### config.mk
export PLATFORM = sky130hd
export DESIGN_NAME = mcu_spi_mux_flat
export DESIGN_NICKNAME = d
export VERILOG_FILES = /design/src/rtl/mcu_spi_pkg.sv /design/src/rtl/mcu_spi_mux_if.sv /design/src/rtl/spi_clk_gate.sv /design/src/rtl/mcu_spi_mux.sv /design/src/flat_wrapper.sv
export SDC_FILE = /design/constraint.sdc
export NUM_CORES = 1
export LEC_CHECK = 0
export CAP_MARGIN = 20
export CORE_AREA = 2 2 39 41
export CTS_BUF_LIST = sky130_fd_sc_hd__clkbuf_4 sky130_fd_sc_hd__clkbuf_8 sky130_fd_sc_hd__clkbuf_16
export DETAILED_ROUTE_END_ITERATION = 7
export DIE_AREA = 0 0 41 43
export SKIP_LAST_GASP = 1
export SLEW_MARGIN = 30
export SYNTH_ARGS = -nofsm -noshare
export SYNTH_HDL_FRONTEND = slang
export SYNTH_SLANG_ARGS = --single-unit
### constraint.sdc
create_clock -name SClk -period 2 [get_ports SClk]
set_clock_uncertainty 0.2 [all_clocks]
set_input_delay 0.2 -clock SClk [delete_from_list [all_inputs] [get_ports SClk]]
set_output_delay 0.2 -clock SClk [all_outputs]
set_load 0.02 [all_outputs]
### src/rtl/mcu_spi_pkg.sv
// Shared types for the cartridge-MCU SPI bus arbiter: FSM state encoding and owner ids.
package mcu_spi_pkg;

    typedef enum logic [1:0] {
        S_IDLE,
        S_OWN_A,
        S_OWN_B,
        S_GUARD
    } MuxState;

    localparam logic OWN_A = 1'b0;
    localparam logic OWN_B = 1'b1;

endpackage

### src/rtl/mcu_spi_mux_if.sv
// Bus bundle between the two SPI masters, the arbiter and the cartridge MCU pins.
interface mcu_spi_mux_if;

    logic nSelA;
    logic DoA;
    logic ClkRunA;
    logic ClkStretchA;
    logic DiA;
    logic GntA;

    logic nSelB;
    logic DoB;
    logic ClkRunB;
    logic ClkStretchB;
    logic DiB;
    logic GntB;

    logic MCU_nCS;
    logic MCU_MOSI;
    logic MCU_MISO;
    logic MCU_SCK;

    // Arbiter side
    modport slave (
        input  nSelA, DoA, ClkRunA, ClkStretchA,
        input  nSelB, DoB, ClkRunB, ClkStretchB,
        input  MCU_MISO,
        output DiA, GntA, DiB, GntB,
        output MCU_nCS, MCU_MOSI, MCU_SCK
    );

    // Requesting masters plus MCU model side
    modport master (
        output nSelA, DoA, ClkRunA, ClkStretchA,
        output nSelB, DoB, ClkRunB, ClkStretchB,
        output MCU_MISO,
        input  DiA, GntA, DiB, GntB,
        input  MCU_nCS, MCU_MOSI, MCU_SCK
    );

endinterface

### src/rtl/spi_clk_gate.sv
// Glitch-free SPI clock gate: enable captured on the falling edge, ANDed with the clock.
module spi_clk_gate (
    input  logic clk,
    input  logic rst_n,
    input  logic en_d,
    output logic gclk_c
);

    logic en_q;

    // Enable only moves while clk is low, so the gated clock never produces runt pulses
    always_ff @(negedge clk or negedge rst_n) begin
        if (!rst_n) begin
            en_q <= 1'b0;
        end else begin
            en_q <= en_d;
        end
    end

    assign gclk_c = clk & en_q;

endmodule

### src/rtl/mcu_spi_mux.sv
// Round-robin arbiter of the cartridge-MCU SPI bus between the RTC engine (A) and generic engine (B).
// Optional stretch watchdog enabled by defining MCU_SPI_STRETCH_TIMEOUT_EN.
module mcu_spi_mux
    import mcu_spi_pkg::*;
#(
    parameter int unsigned CS_IDLE_CYCLES  = 2,
    parameter int unsigned STRETCH_TIMEOUT = 4096
) (
    input  logic          SClk,
    input  logic          nReset,
    mcu_spi_mux_if.slave  bus,
    output logic          BusBusy,
    output logic          StretchTimeout
);

    localparam int unsigned GW = (CS_IDLE_CYCLES > 1) ? $clog2(CS_IDLE_CYCLES) : 1;

    MuxState       state_q, state_d;
    logic          last_owner_q, last_owner_d;
    logic [GW-1:0] guard_cnt_q, guard_cnt_d;

    logic own_a_c, own_b_c;
    logic req_a_c, req_b_c;
    logic run_c, stretch_c, sck_en_c;
    logic timeout_c, blk_a_c, blk_b_c;
    MuxState release_state_c;

    assign own_a_c = (state_q == S_OWN_A);
    assign own_b_c = (state_q == S_OWN_B);
    assign req_a_c = ~bus.nSelA & ~blk_a_c;
    assign req_b_c = ~bus.nSelB & ~blk_b_c;
    assign release_state_c = (CS_IDLE_CYCLES > 0) ? S_GUARD : S_IDLE;

    assign bus.GntA = own_a_c;
    assign bus.GntB = own_b_c;
    assign BusBusy  = (state_q != S_IDLE);

    // Pin mux: owner sees the MCU directly, everything else is parked at idle levels
    always_comb begin
        bus.MCU_nCS  = 1'b1;
        bus.MCU_MOSI = 1'b1;
        bus.DiA      = 1'b1;
        bus.DiB      = 1'b1;
        run_c        = 1'b0;
        stretch_c    = 1'b0;
        if (own_a_c) begin
            bus.MCU_nCS  = bus.nSelA;
            bus.MCU_MOSI = bus.DoA;
            bus.DiA      = bus.MCU_MISO;
            run_c        = bus.ClkRunA;
            stretch_c    = bus.ClkStretchA;
        end else if (own_b_c) begin
            bus.MCU_nCS  = bus.nSelB;
            bus.MCU_MOSI = bus.DoB;
            bus.DiB      = bus.MCU_MISO;
            run_c        = bus.ClkRunB;
            stretch_c    = bus.ClkStretchB;
        end
    end

    assign sck_en_c = run_c & ~stretch_c;

`ifdef MCU_SPI_STRETCH_TIMEOUT_EN
    localparam int unsigned TW = $clog2(STRETCH_TIMEOUT + 1);

    logic [TW-1:0] stall_cnt_q, stall_cnt_d;
    logic          to_flag_q, to_flag_d;
    logic          blk_a_q, blk_a_d;
    logic          blk_b_q, blk_b_d;

    // A timed-out master stays locked out until it deasserts its select
    always_comb begin
        stall_cnt_d = '0;
        timeout_c   = 1'b0;
        to_flag_d   = to_flag_q;
        blk_a_d     = blk_a_q & ~bus.nSelA;
        blk_b_d     = blk_b_q & ~bus.nSelB;
        if (stretch_c) begin
            if (stall_cnt_q == TW'(STRETCH_TIMEOUT - 1)) begin
                timeout_c = 1'b1;
                to_flag_d = 1'b1;
                if (own_a_c) blk_a_d = 1'b1;
                if (own_b_c) blk_b_d = 1'b1;
            end else begin
                stall_cnt_d = stall_cnt_q + TW'(1);
            end
        end
    end

    always_ff @(posedge SClk or negedge nReset) begin
        if (!nReset) begin
            stall_cnt_q <= '0;
            to_flag_q   <= 1'b0;
            blk_a_q     <= 1'b0;
            blk_b_q     <= 1'b0;
        end else begin
            stall_cnt_q <= stall_cnt_d;
            to_flag_q   <= to_flag_d;
            blk_a_q     <= blk_a_d;
            blk_b_q     <= blk_b_d;
        end
    end

    assign StretchTimeout = to_flag_q;
    assign blk_a_c        = blk_a_q;
    assign blk_b_c        = blk_b_q;
`else
    logic unused_c;

    assign unused_c       = ^STRETCH_TIMEOUT;
    assign timeout_c      = 1'b0;
    assign blk_a_c        = 1'b0;
    assign blk_b_c        = 1'b0;
    assign StretchTimeout = 1'b0;
`endif

    // Next-state: grant in IDLE, release on deselect or timeout, hold nCS high through GUARD
    always_comb begin
        state_d      = state_q;
        last_owner_d = last_owner_q;
        guard_cnt_d  = guard_cnt_q;
        case (state_q)
            S_IDLE: begin
                if (req_a_c && (!req_b_c || last_owner_q == OWN_B)) begin
                    state_d      = S_OWN_A;
                    last_owner_d = OWN_A;
                end else if (req_b_c) begin
                    state_d      = S_OWN_B;
                    last_owner_d = OWN_B;
                end
            end
            S_OWN_A: begin
                if (bus.nSelA || timeout_c) begin
                    state_d     = release_state_c;
                    guard_cnt_d = GW'(CS_IDLE_CYCLES - 1);
                end
            end
            S_OWN_B: begin
                if (bus.nSelB || timeout_c) begin
                    state_d     = release_state_c;
                    guard_cnt_d = GW'(CS_IDLE_CYCLES - 1);
                end
            end
            S_GUARD: begin
                if (guard_cnt_q == '0) begin
                    state_d = S_IDLE;
                end else begin
                    guard_cnt_d = guard_cnt_q - GW'(1);
                end
            end
            default: state_d = S_IDLE;
        endcase
    end

    always_ff @(posedge SClk or negedge nReset) begin
        if (!nReset) begin
            state_q      <= S_IDLE;
            last_owner_q <= OWN_B;
            guard_cnt_q  <= '0;
        end else begin
            state_q      <= state_d;
            last_owner_q <= last_owner_d;
            guard_cnt_q  <= guard_cnt_d;
        end
    end

    spi_clk_gate u_sck_gate (
        .clk    (SClk),
        .rst_n  (nReset),
        .en_d   (sck_en_c),
        .gclk_c (bus.MCU_SCK)
    );

endmodule

### src/flat_wrapper.sv
// flat-port wrapper written by rule: the top's interface ports become plain ports
module mcu_spi_mux_flat import mcu_spi_pkg::*;
#(
    parameter int unsigned CS_IDLE_CYCLES  = 2,
    parameter int unsigned STRETCH_TIMEOUT = 4096
)
  (SClk, nReset, BusBusy, StretchTimeout, bus_nSelA, bus_DoA, bus_ClkRunA, bus_ClkStretchA, bus_nSelB, bus_DoB, bus_ClkRunB, bus_ClkStretchB, bus_MCU_MISO, bus_DiA, bus_GntA, bus_DiB, bus_GntB, bus_MCU_nCS, bus_MCU_MOSI, bus_MCU_SCK);
  mcu_spi_mux_if bus_i ();
  input  logic SClk;
  input  logic nReset;
  output logic BusBusy;
  output logic StretchTimeout;
  input wire logic [$bits(bus_i.nSelA)-1:0] bus_nSelA;
  input wire logic [$bits(bus_i.DoA)-1:0] bus_DoA;
  input wire logic [$bits(bus_i.ClkRunA)-1:0] bus_ClkRunA;
  input wire logic [$bits(bus_i.ClkStretchA)-1:0] bus_ClkStretchA;
  input wire logic [$bits(bus_i.nSelB)-1:0] bus_nSelB;
  input wire logic [$bits(bus_i.DoB)-1:0] bus_DoB;
  input wire logic [$bits(bus_i.ClkRunB)-1:0] bus_ClkRunB;
  input wire logic [$bits(bus_i.ClkStretchB)-1:0] bus_ClkStretchB;
  input wire logic [$bits(bus_i.MCU_MISO)-1:0] bus_MCU_MISO;
  output wire logic [$bits(bus_i.DiA)-1:0] bus_DiA;
  output wire logic [$bits(bus_i.GntA)-1:0] bus_GntA;
  output wire logic [$bits(bus_i.DiB)-1:0] bus_DiB;
  output wire logic [$bits(bus_i.GntB)-1:0] bus_GntB;
  output wire logic [$bits(bus_i.MCU_nCS)-1:0] bus_MCU_nCS;
  output wire logic [$bits(bus_i.MCU_MOSI)-1:0] bus_MCU_MOSI;
  output wire logic [$bits(bus_i.MCU_SCK)-1:0] bus_MCU_SCK;
  assign bus_i.nSelA = bus_nSelA;
  assign bus_i.DoA = bus_DoA;
  assign bus_i.ClkRunA = bus_ClkRunA;
  assign bus_i.ClkStretchA = bus_ClkStretchA;
  assign bus_i.nSelB = bus_nSelB;
  assign bus_i.DoB = bus_DoB;
  assign bus_i.ClkRunB = bus_ClkRunB;
  assign bus_i.ClkStretchB = bus_ClkStretchB;
  assign bus_i.MCU_MISO = bus_MCU_MISO;
  assign bus_DiA = bus_i.DiA;
  assign bus_GntA = bus_i.GntA;
  assign bus_DiB = bus_i.DiB;
  assign bus_GntB = bus_i.GntB;
  assign bus_MCU_nCS = bus_i.MCU_nCS;
  assign bus_MCU_MOSI = bus_i.MCU_MOSI;
  assign bus_MCU_SCK = bus_i.MCU_SCK;
  mcu_spi_mux #(.CS_IDLE_CYCLES(CS_IDLE_CYCLES), .STRETCH_TIMEOUT(STRETCH_TIMEOUT)) u_core (.SClk(SClk), .nReset(nReset), .bus(bus_i), .BusBusy(BusBusy), .StretchTimeout(StretchTimeout));
endmodule
==> flow_summary.toml, run 1 <==
[placement]
port_buffers = 18
place.gp.congestion = 0.675
dp_hpwl_um = 793
dpl.cell_count = 84
placed_area_um2 = 664

[flow_run]
max_cap_viol_count = 0

[route]
first_pass_iters = 2
drt_iter0_markers = 10
drc = 0
ant_nets = 0
via_per_inst = 4.46
wl_mm = 1.12
route.vias.total = 424
wire_per_inst_um = 11.8

[cells_and_area]
layout-drive-gt1-share_pct = 50.6
fillCellCount = 121
layout_commonest_cell = "clkdlybuf4s50_1"
fin_nets = 96
stdcell_area_um2 = 793
utilization_pct = 57.3
final_cell_count_no_fill = 95
area_growth_pct = 105
final_cell_mix = "10 x clkdlybuf4s50_1, 9 x buf_4, 7 x clkbuf_4, 7 x buf_6"
n_antenna_cell = 0

[logic_synthesis]
ys_warn_count = 0
synth_fp_nets = 59
synthCells = 43
synthMuxAreaShare_pct = 6.47
netlist_area_um2 = 387
synth_xor_area_share_pct = 0
ys_types = 25
seq_area_frac_synth_pct = 32.7
synth_adder_area_share_pct = 16.2
avgSynthCellArea_um2 = 8.99
synth_top_family_by_area = "simple AND/OR/NAND/NOR gates"
synth-compound-area-share_pct = 17.2
ys_seq_elements = 5
yosys.area_share.simple_pct = 18.8

[floorplanning]
die_h_um = 43
die_area_um2 = 1760
core_area_um2 = 1380
initial_core_util_pct = 27.9
row_count = 14
io_pins = 20
die-width_um = 41

[timing]
slew_violations = 0
final_hold_viol_count = 0
timing.final.ws_setup_ns = -0.388
rsz0062_at_grt = "true"
setup_violations = 3

[critical_path]
cp-end-kind = "primary output"
critPathRequiredTime_ns = 1.60
arrival_ns = 1.99
path_class = "reg2out"
startpoint = "u_core.u_sck_gate.en_q$_DFF_NN0_"
reg2reg_slack_ns = -0.20
worstRegToRegCells = 4
worst_r2r_endpoint = "u_core.u_sck_gate.en_q$_DFF_NN0_"
crit_path_end = "bus_MCU_SCK"
critPathLaunchType = "flop"
rr_startpoint = "u_core.state_q[1]$_DFFE_PN0P_"
path_max_fanout = 1

[power]
total_power_w = 0.00128
powerDensity_nw_per_um2 = 1610
vdd_drop_max_mv = 0.560
power_leakage_nw = 0.375

[outcome]
failed_checks = "setup timing"
outcome = "finished, violations left"

[global_routing]
gr-usage-all-layers_pct = 14.4
overflow = 0
grt_antenna_before_repair = 0
grt_max_degree = 6
grt_pass1_vias = 445
grt_pass1_wl_mm = 1.66

[clocking]
clk_latency_ns = 0.35
cts_tree = "yes"
clkTransAtPathRegs_ns = 0.05

[worst_hold_path]
min_path_type = "reg2reg"
synthesized netlist by cell type:
master,n,share of area (%)
nand2_1,3,2.9
or2_1,1,1.6
ha_1,5,16
o22ai_1,3,4.9
mux2_4,1,3.9
a211o_1,1,2.3
nor2_1,2,1.9
conb_1,1,0.97
o31ai_1,1,1.9
a21oi_1,1,1.3
o21ai_2,1,2.3
nand2b_2,1,2.3
o21ai_0,2,2.6
nand2b_1,3,4.9
buf_4,1,1.9
dfrtn_1,1,6.5
and2_1,1,1.6
mux2i_1,1,2.6
inv_2,1,0.97
nand3b_1,1,1.9
and3_1,1,1.6
dfstp_2,1,6.8
o21a_1,1,1.9
dfrtp_1,3,19
inv_1,5,4.9
sequential cells by signal, indices dropped and copies added, names as in the netlist:
name and cells:
u_core.guard_cnt_q 1, u_core.last_owner_q 1, u_core.state_q 2, u_core.u_sck_gate.en_q 1
where the power goes:
part           switching [W]  internal [W]
Combinational       0.000386      0.000451
Sequential         0.0000422      0.000160
Clock              0.0000715      0.000171
Total               0.000500      0.000781
how the worst min path moves through the flow:
stage,startpoint,endpoint,depth (start not counted),slack [ns]
floorplan,nReset,u_core.guard_cnt_q$_DFFE_PN0P_,0,-0.30
global placement,u_core.last_owner_q$_DFFE_PN1P_,u_core.last_owner_q$_DFFE_PN1P_,2,0.28
CTS,u_core.last_owner_q$_DFFE_PN1P_,u_core.last_owner_q$_DFFE_PN1P_,2,0.30
global route,u_core.guard_cnt_q$_DFFE_PN0P_,u_core.guard_cnt_q$_DFFE_PN0P_,2,0.37
detailed placement,u_core.last_owner_q$_DFFE_PN1P_,u_core.last_owner_q$_DFFE_PN1P_,2,0.29
finish,u_core.last_owner_q$_DFFE_PN1P_,u_core.last_owner_q$_DFFE_PN1P_,2,0.30
metal layers:
layer  track usage (%)  share of wire, %  wire [um]
met5                 0                 0          0
met4              14.0              0.80          9
met1              14.4                39        439
met2              24.4                56        626
met3                 0               4.2         47
cells by family after synthesis:
family / Yosys count
simple gates: 13
compound gates: 10
buf+inv: 7
fa+ha+maj: 5
flops: 5
mux: 2
other cells: 1
through the flow:
step           hold slack, ns  TNS [ns]  setup slack, ns
5_1_grt                 0.366    -0.756           -0.440
2_1_floorplan          -0.296    -0.191           -0.191
3_5_place_dp            0.293    -0.896           -0.445
6_report                0.295    -0.591           -0.388
3_3_place_gp            0.276    -0.881           -0.447
4_1_cts                 0.298    -0.878           -0.399
worst max-delay path, cell delays in order, from the launching register on:
cell and delay [ns]:
dfrtn_1 0.38, and2_4 0.13, buf_6 0.11
area by class of cell:
type / instances / area (um^2) / area share [%]
Clock buffer: 8 / 63.8 / 8.04
Inverter: 6 / 22.5 / 2.84
Tap cell: 16 / 20.0 / 2.52
Timing Repair Buffer: 29 / 268 / 33.8
Sequential cell: 5 / 126 / 15.9
Multi-Input combinational cell: 31 / 293 / 36.9
what timing repair did:
item | CTS | global route
hold buffers | 1 | 0
hold endpoints to repair | 3 | 0
endpoints found under the setup margin | 10 | 9
gates resized for setup | 32 | 15
pin swaps | 2 | 3
setup buffers | 5 | 0
Note: power is estimated with default switching activity, not from simulation.
==> run 2, diff against run 1 <==
==> constraint.sdc (replaced) <==
create_clock -name SClk -period 2 [get_ports SClk]
set_clock_uncertainty 0.2 [all_clocks]
set_input_delay 0.2 -clock SClk [delete_from_list [all_inputs] [get_ports SClk]]
set_output_delay 0.2 -clock SClk [all_outputs]
set_load 0.05 [all_outputs]
==> run 2 against run 1 <==
Against the previous run: the run still ends with setup timing left; total power is 11% higher; non-clock buffer count is 3 lower; sequential cell count stayed put; register-to-register slack better by 0.05 ns; die area stayed put; setup slack worse by 0.036 ns; first-iteration DRC count is 50% lower; via count is 5.0% lower; worst hold slack worse by 0.0078 ns; critical path type unchanged; critical endpoint unchanged; largest power group unchanged.
==> flow_summary.toml, run 2 (synthesized netlist as in run 1, its figures left out) <==
[cells_and_area]
top_register = "u_core.state_q"
multi_input_area_um2 = 262
fillCellCount = 134
fin_nets = 93
n_antenna_cell = 0
area_growth_pct = 102
final_cell_mix = "10 x clkdlybuf4s50_1, 10 x buf_4, 6 x clkbuf_4, 5 x buf_12, 4 x inv_2"
layout-drive-gt1-share_pct = 46.1
stdcell_area_um2 = 781
utilization_pct = 56.4
largest_register_ff_count = 2
layout.area.seq_um2 = 126

[power]
pwr-share-seq_pct = 14.5
vdd_drop_max_mv = 0.653
clkPwrFrac_pct = 17.2
p_int_w = 0.000785
power_leakage_nw = 0.371
p_comb_share_pct = 68.3
switching_share_pct = 44.6
powerDensity_nw_per_um2 = 1810
p_switching_w = 0.000631

[floorplanning]
io_pins = 20
row_count = 14
die_h_um = 43
core_area_um2 = 1380
initial_core_util_pct = 27.9
die-width_um = 41
die_area_um2 = 1760

[route]
drt_iter0_markers = 5
via_per_inst = 4.38
wire_per_inst_um = 10.7
ant_nets = 0
route.vias.total = 403
wl_um = 986
drc = 0
first_pass_iters = 3

[placement]
place.gp.congestion = 0.758
placed_area_um2 = 712
dp_hpwl_um = 794
port_buffers = 18

[global_routing]
overflow = 0
grt_max_degree = 6
grt_pass1_vias = 431
grt_pass1_wl_mm = 1.58
gr-usage-all-layers_pct = 14.5
grt_antenna_before_repair = 0

[outcome]
outcome = "finished, violations left"
failed_checks = "setup timing"

[critical_path]
critPathLaunchType = "flop"
slowest_stage = "dfrtn_1"
cpPeakStageDelay_ns = 0.38
path_max_fanout = 1
cp-end-kind = "primary output"
critPathRequiredTime_ns = 1.60
cp_cell_sequence = "and2_4 -> buf_8"
arrival_ns = 2.02
cp_top_family = "flip-flops"
path_class = "reg2out"
cp.buffers_inverters = 1

[clocking]
clk_latency_ns = 0.35
cts_tree = "yes"
clkTransAtPathRegs_ns = 0.04

[timing]
holdWs_ns = 0.287
slew_violations = 0
final_hold_viol_count = 0
rsz0062_at_grt = "true"
timing.final.ws_setup_ns = -0.424
setup_violations = 6

[worst_hold_path]
min_path_type = "reg2reg"

[flow_run]
max_cap_viol_count = 0
-- run 2: per-layer routing --
metal	vias up	global-route usage (%)	wire length (um)
met3	2	1.57	35
met2	8	20.3	493
met1	185	15.1	436
li1	208	-	-
met5	-	0	0
met4	0	19.3	21
-- run 2: power groups by stage --
stage	combinational, W	clock (W)	sequential (W)
3_5_place_dp	0.000975	0.0000347	0.000204
6_report	0.000967	0.000243	0.000206
2_1_floorplan	0.000602	0.0000264	0.000198
4_1_cts	0.000980	0.000255	0.000206
3_3_place_gp	0.000956	0.0000347	0.000206
5_1_grt	0.00104	0.000268	0.000213
-- run 2: path summary, 6_finish.rpt --
| path | from | end | slack [ns] | cells after the start |
|---|---|---|---|---|
| worst max register to register | u_core.state_q[1]$_DFFE_PN0P_ | u_core.u_sck_gate.en_q$_DFF_NN0_ | -0.15 | 4 |
| worst min-delay path | u_core.last_owner_q$_DFFE_PN1P_ | u_core.last_owner_q$_DFFE_PN1P_ | 0.29 | 2 |
| worst min register to register | u_core.last_owner_q$_DFFE_PN1P_ | u_core.last_owner_q$_DFFE_PN1P_ | 0.29 | 2 |
| min in group asynchronous | nReset | u_core.state_q[0]$_DFFE_PN0P_ | 0.51 | 3 |
| max in group asynchronous | nReset | u_core.u_sck_gate.en_q$_DFF_NN0_ | 0.22 | 2 |
| worst max-delay path | u_core.u_sck_gate.en_q$_DFF_NN0_ | bus_MCU_SCK | -0.42 | 2 |
-- run 2: cell type report --
class / count / share of cell area [%]
Sequential cell: 5 / 16.2
Timing Repair Buffer: 26 / 36.5
Clock inverter: 1 / 0.641
Clock buffer: 7 / 7.69
Tap cell: 16 / 2.56
Inverter: 6 / 2.88
Multi-Input combinational cell: 31 / 33.5
-- run 2: what timing repair did --
action,4_1_cts,5_1_grt
hold buffers,1,0
pin swaps,0,0
endpoints found under the setup margin,7,7
setup buffers,0,0
gates resized for setup,10,0
hold endpoints to repair,3,0
-- run 2: stage by stage --
| stage | std cells | power, W | setup WS [ns] | setup TNS (ns) |
|---|---|---|---|---|
| 2_1_floorplan | 43 | 0.000826 | -0.245 | -0.382 |
| 3_3_place_gp | 84 | 0.00120 | -0.664 | -0.833 |
| 3_5_place_dp | 84 | 0.00121 | -0.676 | -0.850 |
| 4_1_cts | 92 | 0.00144 | -0.441 | -1.06 |
| 5_1_grt | 92 | 0.00152 | -0.492 | -1.42 |
| 6_report | 92 | 0.00142 | -0.424 | -0.958 |
-- run 2: tightest hold or removal path, delay by kind of cell, from the launching register on --
family | cells | cell delay, ns
AO/OA/AOI/OAI | 1 | 0.06
flip-flops | 1 | 0.36
AND/OR/NAND/NOR | 1 | 0.06
